File: src/rtl/datapath_ctrl_pkg.sv
// Shared types and constants for the simple-RISC datapath controller.
// Latency: n/a (declarations only).
// Backpressure: n/a.
package datapath_ctrl_pkg;

   localparam int NSEL_W = 3;
   localparam int VSEL_W = 2;

   typedef enum logic [2:0] {
      WAIT      = 3'd0,
      DECODE    = 3'd1,
      GET_A     = 3'd2,
      GET_B     = 3'd3,
      COMPUTE   = 3'd4,
      WRITE_REG = 3'd5,
      WRITE_IMM = 3'd6,
      HALT      = 3'd7
   } state_t;

   localparam logic [2:0] OPC_MOV = 3'b110;
   localparam logic [2:0] OPC_ALU = 3'b101;

   localparam logic [1:0] ALU_ADD = 2'b00;
   localparam logic [1:0] ALU_SUB = 2'b01;
   localparam logic [1:0] ALU_AND = 2'b10;
   localparam logic [1:0] ALU_MVN = 2'b11;

   // MOV uses its op field to pick immediate (10) vs register (00) form
   localparam logic [1:0] MOV_REG = 2'b00;
   localparam logic [1:0] MOV_IMM = 2'b10;

   localparam logic [NSEL_W-1:0] NSEL_NONE = 3'b000;
   localparam logic [NSEL_W-1:0] NSEL_RN   = 3'b001;
   localparam logic [NSEL_W-1:0] NSEL_RD   = 3'b010;
   localparam logic [NSEL_W-1:0] NSEL_RM   = 3'b100;

   localparam logic [VSEL_W-1:0] VSEL_C     = 2'b00;
   localparam logic [VSEL_W-1:0] VSEL_PC    = 2'b01;
   localparam logic [VSEL_W-1:0] VSEL_IMM   = 2'b10;
   localparam logic [VSEL_W-1:0] VSEL_MDATA = 2'b11;

   // CMP is the only ALU instruction that updates status instead of writing back
   function automatic logic is_cmp(input logic [2:0] opc, input logic [1:0] op);
      return (opc == OPC_ALU) && (op == ALU_SUB);
   endfunction

endpackage

File: src/rtl/datapath_ctrl_if.sv
// Decoder-side inputs and datapath control strobes of the controller.
// Latency: n/a (wiring only).
// Backpressure: s is only honoured while w=1; master is the controller.
interface datapath_ctrl_if;
   import datapath_ctrl_pkg::*;

   logic              s;
   logic [2:0]        opcode;
   logic [1:0]        op;
   logic              w;
   logic [NSEL_W-1:0] nsel;
   logic [VSEL_W-1:0] vsel;
   logic              loada;
   logic              loadb;
   logic              loadc;
   logic              loads;
   logic              asel;
   logic              bsel;
   logic              write;
   logic [1:0]        alu_op;
   logic              err;

   modport master (
      input  s, opcode, op,
      output w, nsel, vsel, loada, loadb, loadc, loads, asel, bsel, write, alu_op, err
   );

   modport slave (
      output s, opcode, op,
      input  w, nsel, vsel, loada, loadb, loadc, loads, asel, bsel, write, alu_op, err
   );
endinterface

File: src/rtl/datapath_ctrl_outdec.sv
// Moore output decoder: state plus latched instruction fields to datapath strobes.
// Latency: purely combinational, zero cycles.
// Backpressure: none; w_o=1 only in WAIT signals readiness. HALT decode under DATAPATH_CTRL_ILLEGAL_TRAP_EN.
module datapath_ctrl_outdec
   import datapath_ctrl_pkg::*;
(
   input  state_t            state_i,
   input  logic [2:0]        opc_i,
   input  logic [1:0]        op_i,
   output logic              w_o,
   output logic [NSEL_W-1:0] nsel_o,
   output logic [VSEL_W-1:0] vsel_o,
   output logic              loada_o,
   output logic              loadb_o,
   output logic              loadc_o,
   output logic              loads_o,
   output logic              asel_o,
   output logic              bsel_o,
   output logic              write_o,
   output logic [1:0]        alu_op_o,
   output logic              err_o
);

   // Everything defaults low; each state raises only its own strobes
   always_comb begin
      w_o      = 1'b0;
      nsel_o   = NSEL_NONE;
      vsel_o   = VSEL_C;
      loada_o  = 1'b0;
      loadb_o  = 1'b0;
      loadc_o  = 1'b0;
      loads_o  = 1'b0;
      asel_o   = 1'b0;
      bsel_o   = 1'b0;
      write_o  = 1'b0;
      alu_op_o = ALU_ADD;
      err_o    = 1'b0;
      case (state_i)
         WAIT: w_o = 1'b1;
         GET_A: begin
            nsel_o  = NSEL_RN;
            loada_o = 1'b1;
         end
         GET_B: begin
            nsel_o  = NSEL_RM;
            loadb_o = 1'b1;
         end
         COMPUTE: begin
            if (opc_i == OPC_MOV) begin
               // 0 + shifted Rm: the ALU acts as a pass-through for MOV reg
               alu_op_o = ALU_ADD;
               asel_o   = 1'b1;
            end else begin
               alu_op_o = op_i;
            end
            if (is_cmp(opc_i, op_i)) loads_o = 1'b1;
            else                     loadc_o = 1'b1;
         end
         WRITE_REG: begin
            nsel_o  = NSEL_RD;
            vsel_o  = VSEL_C;
            write_o = 1'b1;
         end
         WRITE_IMM: begin
            nsel_o  = NSEL_RN;
            vsel_o  = VSEL_IMM;
            write_o = 1'b1;
         end
`ifdef DATAPATH_CTRL_ILLEGAL_TRAP_EN
         HALT: err_o = 1'b1;
`endif
         default: ;
      endcase
   end

endmodule

File: src/rtl/datapath_ctrl.sv
// Multi-cycle controller: latches one instruction on s and sequences RF read, ALU, status/writeback.
// Latency: s-accept to w=1 is 3 (MOV imm), 5 (MOV reg/MVN/CMP), 6 (ADD/AND) cycles.
// Backpressure: s is ignored while w=0; illegal decode traps in HALT when DATAPATH_CTRL_ILLEGAL_TRAP_EN is defined, else NOP.
module datapath_ctrl
   import datapath_ctrl_pkg::*;
(
   input  logic           clk,
   input  logic           rst_n,
   datapath_ctrl_if.master bus
);

   state_t     state_q, state_d;
   logic [2:0] opc_q,   opc_d;
   logic [1:0] op_q,    op_d;

   // State and latched instruction fields; reset aborts any instruction in flight
   always_ff @(posedge clk or negedge rst_n) begin
      if (!rst_n) begin
         state_q <= WAIT;
         opc_q   <= 3'b000;
         op_q    <= 2'b00;
      end else begin
         state_q <= state_d;
         opc_q   <= opc_d;
         op_q    <= op_d;
      end
   end

   // Next-state logic; decoder inputs are only looked at in WAIT
   always_comb begin
      state_d = state_q;
      opc_d   = opc_q;
      op_d    = op_q;
      case (state_q)
         WAIT: begin
            if (bus.s) begin
               opc_d   = bus.opcode;
               op_d    = bus.op;
               state_d = DECODE;
            end
         end
         DECODE: begin
            case ({opc_q, op_q})
               {OPC_MOV, MOV_IMM}:  state_d = WRITE_IMM;
               {OPC_MOV, MOV_REG}:  state_d = GET_B;
               {OPC_ALU, ALU_MVN}:  state_d = GET_B;
               {OPC_ALU, ALU_ADD},
               {OPC_ALU, ALU_SUB},
               {OPC_ALU, ALU_AND}:  state_d = GET_A;
`ifdef DATAPATH_CTRL_ILLEGAL_TRAP_EN
               default:             state_d = HALT;
`else
               default:             state_d = WAIT;
`endif
            endcase
         end
         GET_A:   state_d = GET_B;
         GET_B:   state_d = COMPUTE;
         COMPUTE: state_d = is_cmp(opc_q, op_q) ? WAIT : WRITE_REG;
         WRITE_REG,
         WRITE_IMM: state_d = WAIT;
`ifdef DATAPATH_CTRL_ILLEGAL_TRAP_EN
         HALT:    state_d = HALT;
`endif
         default: state_d = WAIT;
      endcase
   end

   datapath_ctrl_outdec u_outdec (
      .state_i  (state_q),
      .opc_i    (opc_q),
      .op_i     (op_q),
      .w_o      (bus.w),
      .nsel_o   (bus.nsel),
      .vsel_o   (bus.vsel),
      .loada_o  (bus.loada),
      .loadb_o  (bus.loadb),
      .loadc_o  (bus.loadc),
      .loads_o  (bus.loads),
      .asel_o   (bus.asel),
      .bsel_o   (bus.bsel),
      .write_o  (bus.write),
      .alu_op_o (bus.alu_op),
      .err_o    (bus.err)
   );

endmodule

File: src/flat_wrapper.sv
// flat-port wrapper written by rule: the top's interface ports become plain ports
module datapath_ctrl_flat import datapath_ctrl_pkg::*;
  (clk, rst_n, bus_s, bus_opcode, bus_op, bus_w, bus_nsel, bus_vsel, bus_loada, bus_loadb, bus_loadc, bus_loads, bus_asel, bus_bsel, bus_write, bus_alu_op, bus_err);
  datapath_ctrl_if bus_i ();
  input  logic clk;
  input  logic rst_n;
  input wire logic [$bits(bus_i.s)-1:0] bus_s;
  input wire logic [$bits(bus_i.opcode)-1:0] bus_opcode;
  input wire logic [$bits(bus_i.op)-1:0] bus_op;
  output wire logic [$bits(bus_i.w)-1:0] bus_w;
  output wire logic [$bits(bus_i.nsel)-1:0] bus_nsel;
  output wire logic [$bits(bus_i.vsel)-1:0] bus_vsel;
  output wire logic [$bits(bus_i.loada)-1:0] bus_loada;
  output wire logic [$bits(bus_i.loadb)-1:0] bus_loadb;
  output wire logic [$bits(bus_i.loadc)-1:0] bus_loadc;
  output wire logic [$bits(bus_i.loads)-1:0] bus_loads;
  output wire logic [$bits(bus_i.asel)-1:0] bus_asel;
  output wire logic [$bits(bus_i.bsel)-1:0] bus_bsel;
  output wire logic [$bits(bus_i.write)-1:0] bus_write;
  output wire logic [$bits(bus_i.alu_op)-1:0] bus_alu_op;
  output wire logic [$bits(bus_i.err)-1:0] bus_err;
  assign bus_i.s = bus_s;
  assign bus_i.opcode = bus_opcode;
  assign bus_i.op = bus_op;
  assign bus_w = bus_i.w;
  assign bus_nsel = bus_i.nsel;
  assign bus_vsel = bus_i.vsel;
  assign bus_loada = bus_i.loada;
  assign bus_loadb = bus_i.loadb;
  assign bus_loadc = bus_i.loadc;
  assign bus_loads = bus_i.loads;
  assign bus_asel = bus_i.asel;
  assign bus_bsel = bus_i.bsel;
  assign bus_write = bus_i.write;
  assign bus_alu_op = bus_i.alu_op;
  assign bus_err = bus_i.err;
  datapath_ctrl u_core (.clk(clk), .rst_n(rst_n), .bus(bus_i));
endmodule
File: config.mk
export PLATFORM = sky130hd
export DESIGN_NAME = datapath_ctrl_flat
export DESIGN_NICKNAME = d
export VERILOG_FILES = /design/src/rtl/datapath_ctrl_pkg.sv /design/src/rtl/datapath_ctrl_if.sv /design/src/rtl/datapath_ctrl_outdec.sv /design/src/rtl/datapath_ctrl.sv /design/src/flat_wrapper.sv
export SDC_FILE = /design/constraint.sdc
export NUM_CORES = 1
export LEC_CHECK = 0
export ABC_AREA = 1
export CAP_MARGIN = 10
export CORE_AREA = 2 2 39 41
export DETAILED_ROUTE_END_ITERATION = 10
export DIE_AREA = 0 0 41 43
export HOLD_SLACK_MARGIN = 0.03
export PLACE_DENSITY = 0.82
export SLEW_MARGIN = 20
export SYNTH_ARGS = -nofsm -noshare
export SYNTH_HDL_FRONTEND = slang
export SYNTH_SLANG_ARGS = --single-unit
File: constraint.sdc
create_clock -name clk -period 2.6 [get_ports clk]
set_clock_uncertainty 0.05 [all_clocks]
set_input_delay 0.39 -clock clk [delete_from_list [all_inputs] [get_ports clk]]
set_output_delay 0.39 -clock clk [all_outputs]
set_load 0.01 [all_outputs]
# After elaboration in Yosys (flattened, before gate mapping)
# Cells that the tools add are included.
# totals
in_bits	8
output_inout_bits	16
ff_bits	8
# classes
mux	18
eq_ne	16
reduce_logical	7
# op_table
op	n
$eq 5x5->1 const B	6
$pmux 3 s3	2
$eq 3x3->1 const B	5
$pmux 3 s5	1
$mux 1	10
$eq 3x2->1 const B	2
$mux 2	3
$mux 3	2
$reduce_or 2->1	3
$eq 3x1->1 const B	1
$logic_not 3->1	1
$reduce_or 3->1	1
$eq 2x1->1 const B	1
$ne 2x2->1 const B	1
$reduce_and 2->1	1
$logic_and 1x1->1	1

# Longest topological paths before layout
# Gate-level depths: netlist of the first run.
# depth
word_depth	4
depth_mapped	7

# Cells and area by module
# From an unflattened synthesis of the first run, not the netlist that was laid out.
# unflattened
hier_cells	87
area_unflattened_um2	581.8
# by_module_without_submodules
mod	cells_per_inst	instances	area_per_inst_um2	seq_area_each_um2
datapath_ctrl	56	1	435.4	200.2
datapath_ctrl_outdec	31	1	146.4	0.0

# Least setup slack after synthesis of the first run
# Ideal clock, no wire load.
# synth_timing
kind	register to output
startpoint	reg u_core.state_q[0]
endpoint	out bus_alu_op[0]
t_arrival_ps	1018
path_stages_with_launch	6
slack_ps	1142
cell_sequence	dfrtp_1 -> inv_1 -> nand2_2 -> nor2_4 -> inv_2 -> nor3_1
# synth_between
elab_chain_len	2
# synth_lines
item	line_no	text
start: declaration	datapath_ctrl.sv:12	state_t state_q, state_d;
start signal: assignment	datapath_ctrl.sv:23	state_q <= state_d;
$eq 3x3->1	datapath_ctrl_outdec.sv:38	case (state_i)
$mux 2	datapath_ctrl_outdec.sv:38	
end: declaration	flat_wrapper.sv:20	output wire logic [$bits(bus_i.alu_op)-1:0] bus_alu_op;
# No other way between the ends.

# Final worst setup path of the first run
# Same ends and word-level chain as after synthesis.

==> results of run 1 <==
-- through the flow --
step                util, %  area [sq um]  setup WS, ns  cells
finish                 53.3           738         0.361    110
global route           53.3           738         0.226    110
CTS                    53.3           738         0.355    110
detailed placement     51.7           716         0.645    107
global placement       51.7           716         0.667    107
floorplan                 -           518          1.14     74
-- worst paths after layout --
path | cells after the start | end | startpoint
min reg2reg | 2 | u_core.opc_q[2]$_DFFE_PN0P_ | u_core.opc_q[2]$_DFFE_PN0P_
min | 1 | u_core.state_q[1]$_DFFE_PN0P_ | rst_n
min in group clk | 2 | u_core.opc_q[2]$_DFFE_PN0P_ | u_core.opc_q[2]$_DFFE_PN0P_
max | 6 | bus_alu_op[0] | u_core.state_q[0]$_DFFE_PN0P_
max in group asynchronous | 1 | u_core.state_q[2]$_DFFE_PN0P_ | rst_n
max reg2reg | 6 | u_core.op_q[0]$_DFFE_PN0P_ | u_core.state_q[0]$_DFFE_PN0P_
-- final cells by class --
type | count | area, sq um
repair buffers | 20 | 200
multi-input cells | 52 | 254
fillers | 150 | 646
inverters | 11 | 41.3
flip-flops and latches | 8 | 200
well taps | 16 | 20.0
clock buffers | 3 | 22.5
-- critical path: stages, from the launching register on --
cell and delay (ns):
dfrtp_1 0.42, inv_1 0.12, nand2_2 0.11, nor2_4 0.13
inv_2 0.06, nor3_1 0.14, clkdlybuf4s50_1 0.56
-- routing by layer --
metal	vias up	track usage (%)	wire [microns]
met3	3	5.24	101
met4	0	4.00	10
met2	23	25.3	526
met5	-	0	0
met1	235	19.2	455
li1	268	-	-
-- kinds of logic (layout without fill, tap and decap cells) --
kind of cell | after synthesis | count (layout) | synth area share, %
buffers and inverters | 14 | 34 | 12.5
flip-flops | 8 | 8 | 39.2
AO/OA/AOI/OAI | 9 | 9 | 9.31
AND/OR/NAND/NOR | 40 | 40 | 38.2
other | 1 | 3 | 0.735
-- power by group through the flow --
stage / Combinational, mW / Sequential [mW] / Clock (mW)
6_report: 0.477 / 0.251 / 0.0926
5_1_grt: 0.538 / 0.261 / 0.0983
4_1_cts: 0.482 / 0.252 / 0.0938
3_5_place_dp: 0.480 / 0.254 / 0
3_3_place_gp: 0.474 / 0.249 / 0
2_1_floorplan: 0.322 / 0.236 / 0
-- state kept, by name, indices dropped and copies added (netlist names) --
signal	flops
u_core.opc_q	3
u_core.state_q	3
u_core.op_q	2
-- layout by cell type (no fill, tap or decap), drive strengths merged --
cell type,Yosys,routed
nand4,1,1
conb,1,3
inv,11,11
a21oi,7,7
nand2,15,15
clkdlybuf4s50,0,20
dfrtp,8,8
nor2,14,14
nand3,4,4
clkbuf,0,3
o31ai,1,1
o21ai,1,1
nor3,6,6
==> flow_metrics.py, run 1 <==
metrics = {
    "sta": {
        "maxSlewViolCount": 0,
        "holdWs_ns": 0.363,
        "setup_violations": 0,
        "hold_viol_final": 0,
        "max_freq_mhz": 447,
        "layout_min_cycle_time_ns": 2.24,
        "finalCritPeriodShare_pct": 86.1,
        "fin_tns_setup_ns": 0,
        "rsz0062_at_grt": "false",
    },
    "die": {
        "fp.dieArea_sq_mm": 0.00176,
        "design.core.area_sq_mm": 0.00138,
        "fp.dieH_microns": 43,
        "die_w_microns": 41,
        "rows": 14,
        "io-pin-count": 24,
        "start_util_pct": 36.9,
    },
    "clocking": {
        "cts_tree": "built",
        "cts_hold_buf": 0,
        "cts_buffers": 3,
        "cts_buffer_depth": 2,
        "cts.clk_slew.worst_paths_ns": 0.05,
        "clock_sink_count": 8,
        "cts-htree-levels": 1,
        "insertion_delay_ns": 0.25,
        "cts_resized": 0,
        "root_buffer": "clkbuf_4",
        "postCtsSetupBuffers": 0,
    },
    "route": {
        "via_per_inst": 4.81,
        "drtPass1Iterations": 2,
        "vias": 529,
        "wire_per_inst_microns": 9.95,
        "drt_iter0_drc": 6,
        "route.detailed.drc": 0,
        "drt-total-wl_microns": 1100,
        "ant_nets": 0,
    },
    "pwr": {
        "power_frac_clock_pct": 11.3,
        "power.density_mw_per_mm2": 1110,
        "intPower_mw": 0.442,
        "seq_power_share_pct": 30.6,
        "comb_power_share_pct": 58.2,
        "peakVddDrop_v": 0.000516,
        "p_sw_mw": 0.379,
        "design_power_total_mw": 0.821,
        "swShare_pct": 46.2,
        "leakage_nw": 0.343,
    },
    "placed_design": {
        "io_buffers": 20,
        "place.gp.congestion": 0.873,
        "dpl.hpwl_microns": 914,
    },
    "critical_path": {
        "path_max_fanout": 5,
        "required_ns": 2.16,
        "worstSetupPathType": "reg2out",
        "ff2ff_setup_slack_ns": 1.39,
        "cp_data_arrival_time_ns": 1.80,
        "critPathLaunchType": "flip-flop",
        "endpoint_kind": "primary output",
    },
    "global_routing": {
        "antenna_found_initial": 0,
        "grt_start_max_net_pins": 9,
        "track_usage_pct": 15.7,
        "grt_pass1_wl_microns": 1880,
        "grt_pass1_vias": 475,
        "grt_overflow_total": 0,
    },
    "layout": {
        "areaGrowthSynthToFinish_pct": 44.6,
        "finalNetCount": 104,
        "antenna_cells": 0,
        "post_route_cells_drive_above_1_share_pct": 11.7,
    },
    "logic_synthesis": {
        "yosysWarnings": 0,
        "postSynth.asyncResetShare_pct": 100,
        "synth-edff-count": 0,
        "ys_ff_latch": 8,
        "synth_top_area_share_pct": 39.2,
        "syn_avg_cell_area_sq_um": 7.09,
        "netlist_top_cells_count": "nand2_1 (13), nor2_1 (12), dfrtp_1 (8), inv_1 (8), a21oi_1 (7)",
        "synthTopCellsByArea": "dfrtp_1 (39%), nand2_1 (9.6%), nor2_1 (8.8%)",
        "yosysTopAreaCell": "dfrtp_1",
        "ys_seq_area_share_pct": 39.2,
        "synthCells": 72,
        "ys.flop_type": "dfrtp_1",
        "synth_cell_types": 17,
        "syn_area_sq_um": 510,
        "synth_most_common_cell": "nand2_1",
    },
    "job": {
        "max_cap_viol_count": 0,
    },
    "min_path": {
        "hp-class": "in2async",
    },
    "outcome": {
        "status": "complete, no violations",
    },
}
Power figures use the tool's default switching activity.
==> run 2: changes to the inputs <==
Settings changed: ABC_CLOCK_PERIOD_IN_PS from default to 2600.
==> results of run 2 <==
No change in the layout: final DEF, timing and power equal those of run 1.
==> variant, RTL diff (settings of run 1) <==
Re-encode `state_t` (8 states) as one-hot, 8 bits wide.
--- a/src/rtl/datapath_ctrl_pkg.sv
+++ b/src/rtl/datapath_ctrl_pkg.sv
@@ -7,13 +7,13 @@
    localparam int VSEL_W = 2;
 
-   typedef enum logic [2:0] {
-      WAIT      = 3'd0,
-      DECODE    = 3'd1,
-      GET_A     = 3'd2,
-      GET_B     = 3'd3,
-      COMPUTE   = 3'd4,
-      WRITE_REG = 3'd5,
-      WRITE_IMM = 3'd6,
-      HALT      = 3'd7
+   typedef enum logic [7:0] {
+      WAIT      = 8'b00000001,
+      DECODE    = 8'b00000010,
+      GET_A     = 8'b00000100,
+      GET_B     = 8'b00001000,
+      COMPUTE   = 8'b00010000,
+      WRITE_REG = 8'b00100000,
+      WRITE_IMM = 8'b01000000,
+      HALT      = 8'b10000000
    } state_t;
 
Check against the original RTL: same outputs for any inputs over 10 cycles, from zero or initial values and one cycle with rst_n low; not proved beyond that.
==> variant against run 1 <==
- count of clock-buffer cells in the layout grew 1
- cell area up 36%
- total power fell by 5.1%
- synthesized area rose by 50%
- setup slack worse by 0.12 ns
- wire length grew 41%
- sequential cell count is 4 higher
- fmax fell by 5.2%
- core utilization increased by 19 points
- clock power increased by 65%
- critical path depth did not move
==> variant: results (changes against run 1) <==
* Run status: finished clean
* Proportion of synthesized chip area in sequential cells at 0.3951 (+0.002925)
* Number of distinct library cells after synthesis at 22 (+5)
* Number of fill cells at 126 (-16%)
* DR WL met3 at 53 um (-48%)
* Power share of the clock group at 0.196 (+0.083)
* Detail-routed via count per cell at 4.914 (+2.2%)
* Layout cell share with drive strength beyond 1 at 0.2177 (+0.1007)
* Routability Congestion at 0.7967 (-8.7%)
* Maximum resistive drop on vdd at 0.0005404 V (+4.7%)
* Largest registers: u_core.state_q: 7 flops, u_core.opc_q: 3 flops, u_core.op_q: 2 flops
* Placed insts at 136 (+27%)
* Global-route track usage on met1 at 0.2569 (+0.06503)
* GRT Util Overall at 0.2312 (+0.07442)
* Post-place setup slack at 0.5341 ns (-0.1107 ns)
* Top routing layer in use: met4
* DP HPWL at 1257 um (+38%)
* GR met2 Demand/Resource at 0.3875 (+0.1344)
* Class of the worst hold path: in2async
* Vias in the first global route at 632 (+33%)
* Top cells by count, synth: sky130_fd_sc_hd__nand2_1, sky130_fd_sc_hd__nor2_1, sky130_fd_sc_hd__dfrtp_1
* Met2 wirelength from detailed routing at 876 um (+67%)
* Post-placement cell area at 968.4 um2 (+35%)
* Post-Syn Area per Cell at 7.557 um2 (+6.6%)
* Cell internal power dissipation at 450.3 uW (+2.0%)
* Power Total at 779.4 uW (-5.1%)
* Routed metal-1 wirelength at 564 um (+24%)
* Pwr per Cell Area at 775.7 mW/mm2 (-30%)
* Global-route wire length before repair at 2642 um (+41%)
* Routed len/inst at 11.01 um (+11%)
* Leakage dissipation at 0.0004656 uW (+36%)
* Met3 capacity usage during global routing at 0.03141 (-0.02094)
* Largest cells by area after synthesis: sky130_fd_sc_hd__dfrtp_1, sky130_fd_sc_hd__nand2_1, sky130_fd_sc_hd__nor2_1
* Iter 0 DRT Violations at 13 (+7)
* Nets@finish at 133 (+28%)
* Clock transition at the registers of the reported paths at 0.08 ns (+0.03 ns)
* Depth of the worst register-to-register path at 8 (+2)
* Post-CTS setup buffer count at 0 (unchanged)
* H-tree depth at 1 (unchanged)
* Number of detailed-route iterations in the first pass at 4 (+2)
* Total vias in the final route at 688 (+30%)
* Flip-flop and latch power at 298 uW (+19%)
* Source-to-sink clock delay at the later pin of the worst-skew pair at 0.28 ns (+0.03 ns)
* Worst EP arrival at 1.92 ns (+0.12 ns)
* Number of antenna violations at the first check in global routing at 0 (unchanged)
* Pin count of the biggest net entering global routing at 13 (+4)
==> variant: cell types whose count changed in the layout (fill, tap and decap cells not counted), moves of 2 or more <==
cell	before	now
sky130_fd_sc_hd__nor2_1	12	20
sky130_fd_sc_hd__nand2_1	13	20
sky130_fd_sc_hd__nand2_2	1	7
sky130_fd_sc_hd__a21oi_1	7	2
sky130_fd_sc_hd__nor2_2	0	5
sky130_fd_sc_hd__dfrtp_1	8	11
sky130_fd_sc_hd__inv_1	8	10
sky130_fd_sc_hd__nor3_1	6	4
sky130_fd_sc_hd__o21ai_2	0	2
==> variant: path summary, 6_finish.rpt <==
| path | slack, ns | startpoint | to |
|---|---|---|---|
| max | 0.24 | u_core.state_q[3] | bus_alu_op[1] |
| min | 0.40 | rst_n | u_core.state_q[1] |
| max reg2reg | 1.29 | u_core.state_q[0] | u_core.op_q[0] |
| min reg2reg | 0.48 | u_core.opc_q[2] | u_core.opc_q[2] |
| max in group asynchronous | 1.74 | rst_n | u_core.state_q[0] |
| min in group clk | 0.48 | u_core.opc_q[2] | u_core.opc_q[2] |
==> variant: cells by family (layout without fill, tap and decap cells) <==
| kind of cell | count (synthesis) | after routing | share of synthesized area |
|---|---|---|---|
| other | 1 | 3 | 0.004913 |
| AOI/OAI and AO/OA | 7 | 7 | 0.05739 |
| and+or+nand+nor | 65 | 65 | 0.4328 |
| DFF | 12 | 12 | 0.3951 |
| buffers and inverters | 16 | 37 | 0.1098 |
==> variant: area by class of cell <==
class                           count  area share
Inverter                           13     0.06102
Clock buffer                        4     0.03611
Sequential cell                    12      0.3001
Timing Repair Buffer               20      0.1993
Multi-Input combinational cell     75      0.3836
Tap cell                           16     0.01993
